## config.mk

```make
export PLATFORM = sky130hd
export DESIGN_NAME = pll_loop_ctrl
export DESIGN_NICKNAME = d
export VERILOG_FILES = /design/src/rtl/pll_pkg.sv /design/src/rtl/pll_lock_det.sv /design/src/rtl/pll_loop_ctrl.sv
export SDC_FILE = /design/constraint.sdc
export NUM_CORES = 1
export LEC_CHECK = 0
export BUFFER_PORTS_ARGS = -buffer_cell sky130_fd_sc_hd__buf_4
export CORE_ASPECT_RATIO = 0.9
export CORE_MARGIN = 8
export CORE_UTILIZATION = 30
export CTS_BUF_LIST = sky130_fd_sc_hd__clkbuf_16
export CTS_CLUSTER_SIZE = 16
export DETAILED_ROUTE_END_ITERATION = 7
export PLACE_DENSITY = 0.54
export SLEW_MARGIN = 20
export SYNTH_ARGS = -nofsm -noshare
export SYNTH_HDL_FRONTEND = slang
export SYNTH_SLANG_ARGS = --single-unit
```

## constraint.sdc

```tcl
create_clock -name i_clk_ref -period 2.45 [get_ports i_clk_ref]
set_input_delay 0.245 -clock i_clk_ref [delete_from_list [all_inputs] [get_ports i_clk_ref]]
set_output_delay 0.245 -clock i_clk_ref [all_outputs]
set_load 0.01 [all_outputs]
```

## src/rtl/pll_pkg.sv

```systemverilog
// Shared types and helpers for the all-digital PLL loop controller and its DCO model.
package pll_pkg;

    localparam int PLL_LAMBDA_W   = 8;
    localparam int PLL_LAMBDA_MID = 1 << (PLL_LAMBDA_W - 1);
    localparam int PLL_ALPHA_INIT = 2;

    typedef enum logic [1:0] {
        ST_IDLE,
        ST_COARSE,
        ST_FINE,
        ST_LOCKED
    } pll_state_e;

    // Moves v by d (down when dn=1), clamping to 0..vmax instead of wrapping.
    function automatic int sat_step(input int v, input int d, input logic dn, input int vmax);
        if (dn)
            return (v < d) ? 0 : v - d;
        return (v + d > vmax) ? vmax : v + d;
    endfunction

endpackage

```

## src/rtl/pll_lock_det.sv

```systemverilog
// Lock/unlock qualifier: counts sign changes at minimum gain and same-direction runs while locked.
module pll_lock_det #(
    parameter int LOCK_CNT   = 8,
    parameter int UNLOCK_RUN = 4
) (
    input  logic i_clk,
    input  logic i_rst,
    input  logic i_clr,
    input  logic i_fine_pd,
    input  logic i_locked_pd,
    input  logic i_alpha_zero,
    input  logic i_dir,
    input  logic i_prev_dir,
    output logic o_lock_hit,
    output logic o_unlock_hit
);

    localparam int LW = $clog2(LOCK_CNT + 1);
    localparam int RW = $clog2(UNLOCK_RUN + 1);

    logic [LW-1:0] r_lock_cnt;
    logic [RW-1:0] r_run_cnt;
    logic          w_change;
    logic [LW-1:0] w_lock_nx;
    logic [RW-1:0] w_run_nx;

    assign w_change  = i_dir != i_prev_dir;
    assign w_lock_nx = r_lock_cnt + LW'(1);
    // A direction change starts a new run that already contains the current decision.
    assign w_run_nx  = w_change ? RW'(1) : r_run_cnt + RW'(1);

    assign o_lock_hit   = i_fine_pd && i_alpha_zero && w_change && (w_lock_nx == LW'(LOCK_CNT));
    assign o_unlock_hit = i_locked_pd && (w_run_nx == RW'(UNLOCK_RUN));

    always_ff @(posedge i_clk) begin
        if (i_rst || i_clr) begin
            r_lock_cnt <= '0;
            r_run_cnt  <= '0;
        end else begin
            if (i_fine_pd && i_alpha_zero)
                r_lock_cnt <= (w_change && !o_lock_hit) ? w_lock_nx : '0;
            if (i_locked_pd)
                r_run_cnt <= o_unlock_hit ? '0 : w_run_nx;
        end
    end

endmodule

```

## src/rtl/pll_loop_ctrl.sv

```systemverilog
// ADPLL loop controller: coarse binary search, shrinking-gain fine tracking, lock monitor.
// Define PLL_LOCK_DEADBAND_EN to move lambda in LOCKED only on two same-direction decisions.
module pll_loop_ctrl
    import pll_pkg::*;
#(
    parameter int LAMBDA_W   = PLL_LAMBDA_W,
    parameter int LOCK_CNT   = 8,
    parameter int UNLOCK_RUN = 4,
    parameter int ALPHA_INIT = PLL_ALPHA_INIT
) (
    input  logic                i_clk_ref,
    input  logic                i_rst,
    input  logic                i_enable,
    input  logic                i_pd_valid,
    input  logic                i_lead_lag,
    output logic [LAMBDA_W-1:0] o_lambda,
    output logic [1:0]          o_alpha,
    output logic                o_lock
);

    localparam int LMAX = (1 << LAMBDA_W) - 1;
    localparam logic [LAMBDA_W-1:0] LMID  = LAMBDA_W'(1) << (LAMBDA_W - 1);
    localparam logic [LAMBDA_W-2:0] STEP0 = (LAMBDA_W-1)'(1) << (LAMBDA_W - 2);

    pll_state_e          r_state;
    logic [LAMBDA_W-1:0] r_lambda;
    logic [LAMBDA_W-2:0] r_step;
    logic [1:0]          r_alpha;
    logic                r_lock;
    logic                r_prev_dir;

    logic [LAMBDA_W-1:0] w_delta;
    logic [LAMBDA_W-1:0] w_lambda_nx;
    logic                w_move;
    logic                w_pd;
    logic                w_lock_hit;
    logic                w_unlock_hit;

    assign w_pd = i_enable && i_pd_valid;

    always_comb begin
        w_delta = LAMBDA_W'(1);
        case (r_state)
            ST_COARSE: w_delta = {1'b0, r_step};
            ST_FINE:   w_delta = LAMBDA_W'(1) << r_alpha;
            default:   w_delta = LAMBDA_W'(1);
        endcase
        w_lambda_nx = LAMBDA_W'(sat_step(int'(r_lambda), int'(w_delta), i_lead_lag, LMAX));
    end

`ifdef PLL_LOCK_DEADBAND_EN
    assign w_move = (i_lead_lag == r_prev_dir);
`else
    assign w_move = 1'b1;
`endif

    pll_lock_det #(
        .LOCK_CNT  (LOCK_CNT),
        .UNLOCK_RUN(UNLOCK_RUN)
    ) u_lock_det (
        .i_clk       (i_clk_ref),
        .i_rst       (i_rst),
        .i_clr       (!i_enable || (r_state == ST_IDLE)),
        .i_fine_pd   (w_pd && (r_state == ST_FINE)),
        .i_locked_pd (w_pd && (r_state == ST_LOCKED)),
        .i_alpha_zero(r_alpha == 2'd0),
        .i_dir       (i_lead_lag),
        .i_prev_dir  (r_prev_dir),
        .o_lock_hit  (w_lock_hit),
        .o_unlock_hit(w_unlock_hit)
    );

    always_ff @(posedge i_clk_ref) begin
        if (i_rst) begin
            r_state    <= ST_IDLE;
            r_lambda   <= LMID;
            r_step     <= STEP0;
            r_alpha    <= 2'(ALPHA_INIT);
            r_lock     <= 1'b0;
            r_prev_dir <= 1'b0;
        end else if (!i_enable) begin
            r_state <= ST_IDLE;
            r_lock  <= 1'b0;
        end else begin
            case (r_state)
                ST_IDLE: begin
                    r_state  <= ST_COARSE;
                    r_lambda <= LMID;
                    r_step   <= STEP0;
                end
                ST_COARSE: if (i_pd_valid) begin
                    r_lambda   <= w_lambda_nx;
                    r_prev_dir <= i_lead_lag;
                    r_step     <= r_step >> 1;
                    if (r_step == (LAMBDA_W-1)'(1)) begin
                        r_state <= ST_FINE;
                        r_alpha <= 2'(ALPHA_INIT);
                    end
                end
                ST_FINE: if (i_pd_valid) begin
                    r_lambda   <= w_lambda_nx;
                    r_prev_dir <= i_lead_lag;
                    if (i_lead_lag != r_prev_dir && r_alpha != 2'd0)
                        r_alpha <= r_alpha - 2'd1;
                    if (w_lock_hit) begin
                        r_state <= ST_LOCKED;
                        r_lock  <= 1'b1;
                    end
                end
                ST_LOCKED: if (i_pd_valid) begin
                    if (w_move)
                        r_lambda <= w_lambda_nx;
                    r_prev_dir <= i_lead_lag;
                    if (w_unlock_hit) begin
                        r_state <= ST_FINE;
                        r_lock  <= 1'b0;
                        r_alpha <= 2'(ALPHA_INIT);
                    end
                end
                default: r_state <= ST_IDLE;
            endcase
        end
    end

    assign o_lambda = r_lambda;
    assign o_alpha  = r_alpha;
    assign o_lock   = r_lock;

endmodule

```

==> qor.yml, run 1 <==
status: "complete, no violations"
cts_tree: "yes"
fin_worst_skew_ps: 5.22
ant_nets: 0
firstDrtPassIters: 4
drc: 0
synth_area_leaders: "dfxtp_1 (25%), ha_1 (14%), nor2_1 (4.8%)"
slew_viol_final: 0
grt_pass1_vias: 2167
avgSynthCellArea_sq_um: 7.97
dpl.hpwl_um: 4540
pin_count: 16
yosys_warnings: 0
viasPerCell: 5.11
design_area_sq_um: 3080
rows: 30
instances_no_fill: 420
hold_slack_ps: 275
r2r_cells: 10
switching_power_uw: 333
critPathCaptureType: "register"
finalWirelength_um: 6160
hp-start: "i_rst"
synthesis.area_sq_um: 2250
critPathKind: "register to register"
netlist.top_cell.by_area: "dfxtp_1"
period_share_pct: 97.2
fmaxAchievable_ghz: 0.420
power_density_nw_per_um2: 376
place_area_sq_um: 2680
cts_num_sinks: 28
cp_slowest_cell: "or3_4"
setup_viol: 0
cts_buffer_depth: 2
ctsHtreeMaxLevel: 1
cp_cell_sequence: "buf_4 > ha_2 > a22o_1 > nand2_2 > ha_4 > or3_4 > o221ai_4 > a22o_4 > nor3_2 > o31ai_1"
drtIter0Drc: 55
antenna_found_initial: 0
die_area_sq_um: 10500
worstPathArrival_ps: 2560
cap_viol_max_count: 0
min_path_cells: 2
grt_pass1_wl_um: 10100
synth_ff_type: "dfxtp_1"
overflow: 0
post_drt_wl_per_cell_um: 14.7
layout-drive-gt1-share_pct: 35.2
antenna_cells: 0
period_minus_slack_ps: 2380
rrSetupSlack_ps: 70
rsz0062_at_grt: "yes"
worstReg2RegStart: "o_alpha[0]"
syn-num-nets: 314
synth_seq_cells: 28
die_y_um: 98.1
place_inst: 412
synth_top_area_share_pct: 24.9
numCtsBuffers: 3
reg2reg_to: "o_lambda[3]"
hp-class: "input port to register"
globalplace.congestion: 0.801
hold_path_end: "o_alpha[0]"
grt_max_degree: 18
swShare_pct: 28.7
crit_fanout: 5
gr-usage-all-layers_pct: 11.6
fin_nets: 357
holdBufCountCts: 0
synth.distinct_cells: 55
required_ps: 2630
clockPowerShare_pct: 33.1
port_buffers: 15
p_leak_uw: 0.00125
p_int_uw: 826
tightest_slew_ps: 591
fillers: 725
comb_power_share_pct: 26.1
num_vias: 2145
fp.dieW_um: 107
start_util_pct: 30.4
clk_latency_ps: 260
cts_root_buffer: "clkbuf_16"
p_seq_share_pct: 40.8
syn_inst: 282
totalPowerFinal_uw: 1160
slew_headroom_pct: 60.3
synth_edf_count: 0
start_kind: "register"
postLayoutCoreUtil_pct: 41.6
async_flop_share_pct: 0
yosysSeqAreaShare_pct: 24.9
clk_pin_slew_ps: 70
critPathMaxStageDelay_ps: 400
area_growth_syn_to_layout_pct: 37.0
core_sq_um: 7390
finalHoldViolCount: 0
ir_worst_vdd_mv: 0.326
flip-flops by register name, indices dropped and copies added (netlist names):
register               flops
o_lambda                   8
r_step                     7
u_lock_det.r_lock_cnt      4
u_lock_det.r_run_cnt       3
o_alpha                    2
r_state                    2
o_lock                     1
r_prev_dir                 1
cell families (layout without fill, tap and decap cells):
group	count (synthesis)	after routing	synth area share (%)
muxes	1	1	0.501
and+or+nand+nor	96	96	21.7
DFF	28	28	24.9
AOI/OAI and AO/OA	80	80	25.2
adders and majority gates	27	27	15.7
buffers and inverters	36	78	6.51
xor gates and xnor gates	14	14	5.46
routing by layer:
metal | routed length [um] | GRT usage (%) | part of all wire, % | vias up
met5 | 0 | 0 | 0 | -
met4 | 87 | 3.35 | 1.4 | 0
met3 | 154 | 2.24 | 2.5 | 6
met2 | 3050 | 19.1 | 50 | 24
met1 | 2870 | 14.8 | 47 | 1019
li1 | - | - | - | 1096
power by group through the flow:
| stage | logic [uW] | registers, uW | clock network (uW) |
|---|---|---|---|
| 2_1_floorplan | 165 | 481 | 0 |
| 3_3_place_gp | 236 | 482 | 0 |
| 3_5_place_dp | 236 | 482 | 0 |
| 4_1_cts | 271 | 472 | 397 |
| 5_1_grt | 331 | 474 | 410 |
| 6_report | 302 | 473 | 384 |
Yosys cell counts (all sizes together) (2+ instances only):
| cell type | n |
|---|---|
| nand3 | 10 |
| o21a | 2 |
| o221ai | 2 |
| buf | 10 |
| nor4 | 3 |
| nand3b | 3 |
| clkbuf | 4 |
| nor2 | 29 |
| ha | 25 |
| nand2 | 20 |
| nor3 | 12 |
| fa | 2 |
| a21o | 2 |
| xnor2 | 7 |
| dfxtp | 28 |
| a211oi | 5 |
| nand2b | 4 |
| o21ai | 16 |
| nand4 | 3 |
| a22oi | 11 |
| a31oi | 2 |
| o32ai | 2 |
| nor2b | 4 |
| o31ai | 5 |
| inv | 22 |
| and3 | 3 |
| a21oi | 19 |
| xor2 | 7 |
| o21bai | 2 |
| a22o | 5 |
critical path: cells and delay by family, from the launching register on:
family	cells	cell delay (ps)
simple gates	3	560
fa+ha+maj	2	410
flops	1	330
compound gates	4	870
buf+inv	1	130
placed cells by master, fill, tap and decap left out, types with 3 or more instances in the layout:
master,instances
xor2_1,7
o21ai_0,9
xnor2_1,7
nor3_1,8
nand3_1,7
clkbuf_16,3
nand2b_1,3
a22o_1,4
nor3_2,3
a22oi_1,11
o21ai_1,6
ha_2,3
nand4_1,3
nor2b_1,3
buf_4,52
dfxtp_1,24
ha_1,14
o31ai_1,3
nor2_4,3
a21oi_1,17
ha_4,8
nand3b_1,3
nand2_2,3
inv_1,19
nor2_1,25
nand2_1,17
timing repair:
item | 4_1_cts | 5_1_grt
setup endpoints to repair | 8 | 8
gates cloned | 0 | 0
buffers inserted | 2 | 2
pin swaps | 6 | 16
gates resized for setup | 27 | 34
stage by stage:
step	worst slack, ps	setup TNS [ps]
after floorplan	10.2	0
after global placement	-93.4	-353
after detailed placement	-121	-679
after CTS	-3.41	-3.41
after global routing	-57.8	-226
final	68.0	0
how the worst max path moves through the flow:
stage                    start          end  slack (ps)  depth (start not counted)
global placement    r_state[0]  o_lambda[1]         -90                         12
floorplan           r_state[0]  o_lambda[6]          10                         12
global route        r_state[1]  o_lambda[1]         -60                         12
detailed placement  r_state[1]  o_lambda[1]        -120                         13
CTS                 r_state[0]  o_lambda[4]          -3                         13
finish              o_alpha[0]  o_lambda[3]          70                         10
layout make-up:
class	count	area, sq um	share of cell area, %
inverters	22	87.6	2.85
flip-flops and latches	28	571	18.5
clock inverters	1	3.75	0.122
multi-input cells	218	1830	59.5
clock buffers	3	75.1	2.44
repair buffers	52	390	12.7
well taps	96	120	3.90
Power figures use the tool's default switching activity.
==> run 2, diff against run 1 <==
Settings changed: GPL_TIMING_DRIVEN from default to 0.
==> run 2 against run 1 <==
Compared with the run above: sequential share of layout area rose by 0.47 points; design area fell by 2.0%; core utilization fell by 0.85 points; clock power rose by 30%; first-iteration DRC count rose by 22%; count of clock-buffer cells in the layout did not move; setup slack got worse by 56 ps; critical path depth did not move; register-to-register slack got worse by 60 ps; largest power group is now clock; global-route usage fell by 0.20 points; flip-flop and latch count did not move.
==> qor.yml, run 2 (synthesized netlist as in run 1, its figures left out) <==
setup_tns_ps: 0
crit_fanout: 7
dpl.hpwl_um: 4340
start_kind: "register"
status: "complete, no violations"
fin_nets: 350
multi_input_area_sq_um: 1790
ctsHtreeMaxLevel: 1
totalPowerFinal_uw: 1270
clk_latency_ps: 270
hp-start: "i_rst"
viasPerCell: 5.19
cts_buffer_depth: 2
gr-usage-all-layers_pct: 11.4
fp.dieW_um: 107
pin_count: 16
post_drt_wl_per_cell_um: 14.9
cp_cell_sequence: "inv_6 > ha_4 > buf_6 > nand2_4 > ha_4 > or3_4 > o221ai_4 > a22o_4 > nor3_2 > o31ai_1"
holdBufCountCts: 0
critPathCaptureType: "register"
switching_power_uw: 348
period_share_pct: 99.5
power_density_nw_per_um2: 422
antenna_found_initial: 0
critPathKind: "register to register"
p_seq_share_pct: 37.0
drc: 0
finalWirelength_um: 6140
setup_viol: 0
firstDrtPassIters: 5
antenna_cells: 0
overflow: 0
seq_area_sq_um: 573
cts_num_sinks: 28
critPathMaxStageDelay_ps: 400
grt_pass1_wl_um: 9930
path_common_cell: "ha_4"
instances_no_fill: 413
final_cell_mix: "buf_4 (33), nor2_1 (25), dfxtp_1 (24)"
cap_viol_max_count: 0
globalplace.congestion: 0.810
reg2reg_to: "o_lambda[3]"
hold_path_end: "r_prev_dir"
clk_pin_slew_ps: 80
hp-class: "input port to register"
period_minus_slack_ps: 2440
grt_pass1_vias: 2065
rows: 30
place_inst: 392
worstPathArrival_ps: 2620
fillers: 739
fmaxAchievable_ghz: 0.410
p_leak_uw: 0.00123
worst-path-buf-inv: 2
min_path_cells: 2
die_area_sq_um: 10500
worstReg2RegStart: "r_state[0]"
required_ps: 2640
fin_worst_skew_ps: 4.35
cpLargestDelayFamily: "compound AO/OA/AOI/OAI gates"
rsz0062_at_grt: "yes"
swShare_pct: 27.3
ir_worst_vdd_mv: 0.327
die_y_um: 98.1
post-place-ws_ps: -343
clockPowerShare_pct: 39.2
layout-drive-gt1-share_pct: 32.5
core_sq_um: 7390
rrSetupSlack_ps: 10
grt_max_degree: 17
largest_reg_flops: 8
start_util_pct: 30.4
r2r_cells: 10
slew_headroom_pct: 56.5
p_int_uw: 926
cts_root_buffer: "clkbuf_16"
cts_tree: "yes"
worst_slack_ps: 11.8
hold_slack_ps: 250
cp_slowest_cell: "or3_4"
comb_power_share_pct: 23.8
finalHoldViolCount: 0
port_buffers: 14
final_common_cell: "buf_4"
tightest_slew_ps: 645
area_growth_syn_to_layout_pct: 34.2
num_vias: 2142
slew_viol_final: 0
ant_nets: 0
numCtsBuffers: 3
drtIter0Drc: 67
run 2: cell count changes in the layout (fill, tap and decap cells not counted), moves of 3 or more:
| cell | before | now |
|---|---|---|
| buf_2 | 0 | 4 |
| buf_4 | 52 | 33 |
| inv_1 | 19 | 16 |
| inv_2 | 1 | 5 |
| buf_6 | 0 | 5 |
run 2: worst max path at each step:
| stage | start | to | slack [ps] | cells past startpoint |
|---|---|---|---|---|
| after floorplan | r_state[0] | o_lambda[6] | 10 | 12 |
| after global placement | r_state[1] | o_lambda[4] | -350 | 11 |
| after detailed placement | r_state[0] | o_lambda[4] | -340 | 11 |
| after CTS | r_state[1] | o_lambda[4] | -8 | 13 |
| after global routing | r_state[0] | o_lambda[3] | -90 | 10 |
| final | r_state[0] | o_lambda[3] | 10 | 10 |
run 2: through the flow:
stage / instance area (sq um) / util (%)
after floorplan: 2280 / -
final: 3020 / 40.8
after global placement: 2510 / 33.9
after CTS: 2800 / 37.8
after global routing: 3020 / 40.8
after detailed placement: 2510 / 33.9
run 2: final cells by class:
cell class / count / area share, %
Buffer: 10 / 2.16
Timing Repair Buffer: 35 / 8.96
Sequential cell: 28 / 19.0
Inverter: 22 / 2.90
Multi-Input combinational cell: 218 / 59.5
Clock inverter: 1 / 0.996
Clock buffer: 3 / 2.49
Tap cell: 96 / 3.98
run 2: layer usage:
metal	GRT usage, %	part of all wire [%]
met3	1.58	3.0
met1	14.9	49
met4	2.38	0.75
met2	19.2	48
met5	0	0
run 2: power groups by stage:
stage / combinational (uW) / clock (uW) / sequential [uW]
after global routing: 329 / 527 / 473
final: 303 / 499 / 471
after CTS: 252 / 516 / 471
after global placement: 216 / 0 / 481
after floorplan: 165 / 0 / 481
after detailed placement: 217 / 0 / 482
run 2: what timing repair did:
item	4_1_cts	5_1_grt
pin swaps	17	25
setup endpoints to repair	8	8
buffers inserted	10	11
gates resized for setup	38	32
==> run 3, diff against run 2 <==
Settings changed: CORE_MARGIN 8 to 3.
==> run 3 against run 2 <==
Compared with the run above: the flow now finishes with violations (negative setup slack); critical path type unchanged; sequential power about the same; first-iteration DRC count is 72% higher; largest cell class unchanged; clock skew is 1.5 ps lower; setup slack worse by 40 ps.
==> qor.yml, run 3 (synthesized netlist as in run 1, its figures left out) <==
antenna_found_initial: 0
cap_viol_max_count: 0
period_share_pct: 101
cts_tree: "yes"
fp.dieW_um: 97.2
finalWirelength_um: 6490
grt_pass1_vias: 2079
clk_pin_slew_ps: 80
violations: "negative setup slack"
critPathKind: "register to register"
die_y_um: 88.1
cts_buffer_depth: 2
final_cell_mix: "buf_4 (42), nor2_1 (25), dfxtp_1 (24)"
ant_nets: 0
setup_viol: 2
post_drt_wl_per_cell_um: 15.4
slew_headroom_pct: 54.0
dpl.hpwl_um: 4240
grt_pass1_wl_um: 10100
start_kind: "register"
required_ps: 2600
layout-drive-gt1-share_pct: 35.6
area_growth_syn_to_layout_pct: 41.3
fin_nets: 362
power_density_nw_per_um2: 415
status: "finished, violations left"
core_sq_um: 7150
antenna_cells: 0
design_area_sq_um: 3170
crit_fanout: 6
slew_viol_final: 0
pin_count: 16
grt_max_degree: 17
critPathCaptureType: "register"
worst_slack_ps: -27.7
instances_no_fill: 422
rsz0062_at_grt: "yes"
cts_num_sinks: 28
hp-class: "input port to register"
firstDrtPassIters: 4
numCtsBuffers: 3
largest_reg_flops: 8
hold_slack_ps: 258
fmaxAchievable_ghz: 0.404
period_minus_slack_ps: 2480
finalHoldViolCount: 0
drc: 0
place_area_sq_um: 2500
rows: 29
ctsHtreeMaxLevel: 1
worstPathArrival_ps: 2630
start_util_pct: 31.4
fin_worst_skew_ps: 2.81
clk_latency_ps: 270
die_area_sq_um: 8570
num_vias: 2198
ir_worst_vdd_mv: 0.323
port_buffers: 14
tightest_slew_ps: 683
gr-usage-all-layers_pct: 14.4
final_common_cell: "buf_4"
overflow: 0
place_inst: 389
cts_root_buffer: "clkbuf_16"
viasPerCell: 5.21
drtIter0Drc: 115
globalplace.congestion: 0.832
p_leak_uw: 0.00129
-- run 3: cell count changes in the layout (fill, tap and decap cells not counted), sizes merged --
cell / before / now
buf: 43 / 55
-- run 3: worst paths after layout --
| path | startpoint | end | slack (ps) | depth (start not counted) |
|---|---|---|---|---|
| worst min-delay path | i_rst | r_prev_dir | 260 | 2 |
| worst max-delay path | r_state[1] | o_lambda[4] | -30 | 13 |
| worst max register to register | r_state[1] | o_lambda[4] | -30 | 13 |
| worst min register to register | o_lock | o_lock | 490 | 2 |
-- run 3: power breakdown --
| part | switching [uW] | internal (uW) | leakage (uW) | total (uW) |
|---|---|---|---|---|
| clock | 181 | 326 | 0.0000511 | 507 |
| sequential | 11.2 | 460 | 0.000228 | 471 |
| combinational | 177 | 161 | 0.00101 | 339 |
-- run 3: stage by stage --
stage               utilization [%]  setup slack [ps]  TNS [ps]  power, uW
floorplan                         -              10.2         0        646
finish                         44.4             -27.7     -34.8       1320
global route                   44.4              -108      -517       1360
global placement               35.0              -330     -2250        698
CTS                            40.5              -109      -601       1270
detailed placement             35.0              -335     -2190        699
-- run 3: routing by layer --
| metal | vias to the layer above | track usage (%) | share of wire (%) |
|---|---|---|---|
| li1 | 1095 | - | - |
| met1 | 1064 | 19.7 | 48 |
| met2 | 33 | 24.2 | 48 |
| met3 | 6 | 2.79 | 2.7 |
| met4 | 0 | 2.64 | 0.91 |
| met5 | - | 0 | 0 |
-- run 3: worst max-delay path, cell delays in order (launching register included) --
cell and delay [ps]:
dfxtp_4 390, inv_4 50, ha_4 330, buf_6 120
nand2_2 70, ha_4 280, buf_6 120, buf_4 120
nor2_4 40, nor2_4 120, o221ai_4 140, a22o_4 280
o31ai_2 220, o21ai_1 90
-- run 3: cell type report --
class                           count  area, sq um
Sequential cell                    28          576
Clock buffer                        3         75.1
Clock inverter                      1         30.0
Multi-Input combinational cell    218         1860
Fill cell                         703         3970
Inverter                           22         90.1
Buffer                             10         65.1
Tap cell                           93          116
Timing Repair Buffer               47          365
-- run 3: what timing repair did --
item | in CTS | in global routing
hold endpoints to repair | 0 | 0
setup buffers | 15 | 17
pin swaps | 24 | 31
gates resized for setup | 43 | 39
setup endpoints to repair | 8 | 8
gates cloned | 0 | 1
hold buffers | 0 | 0
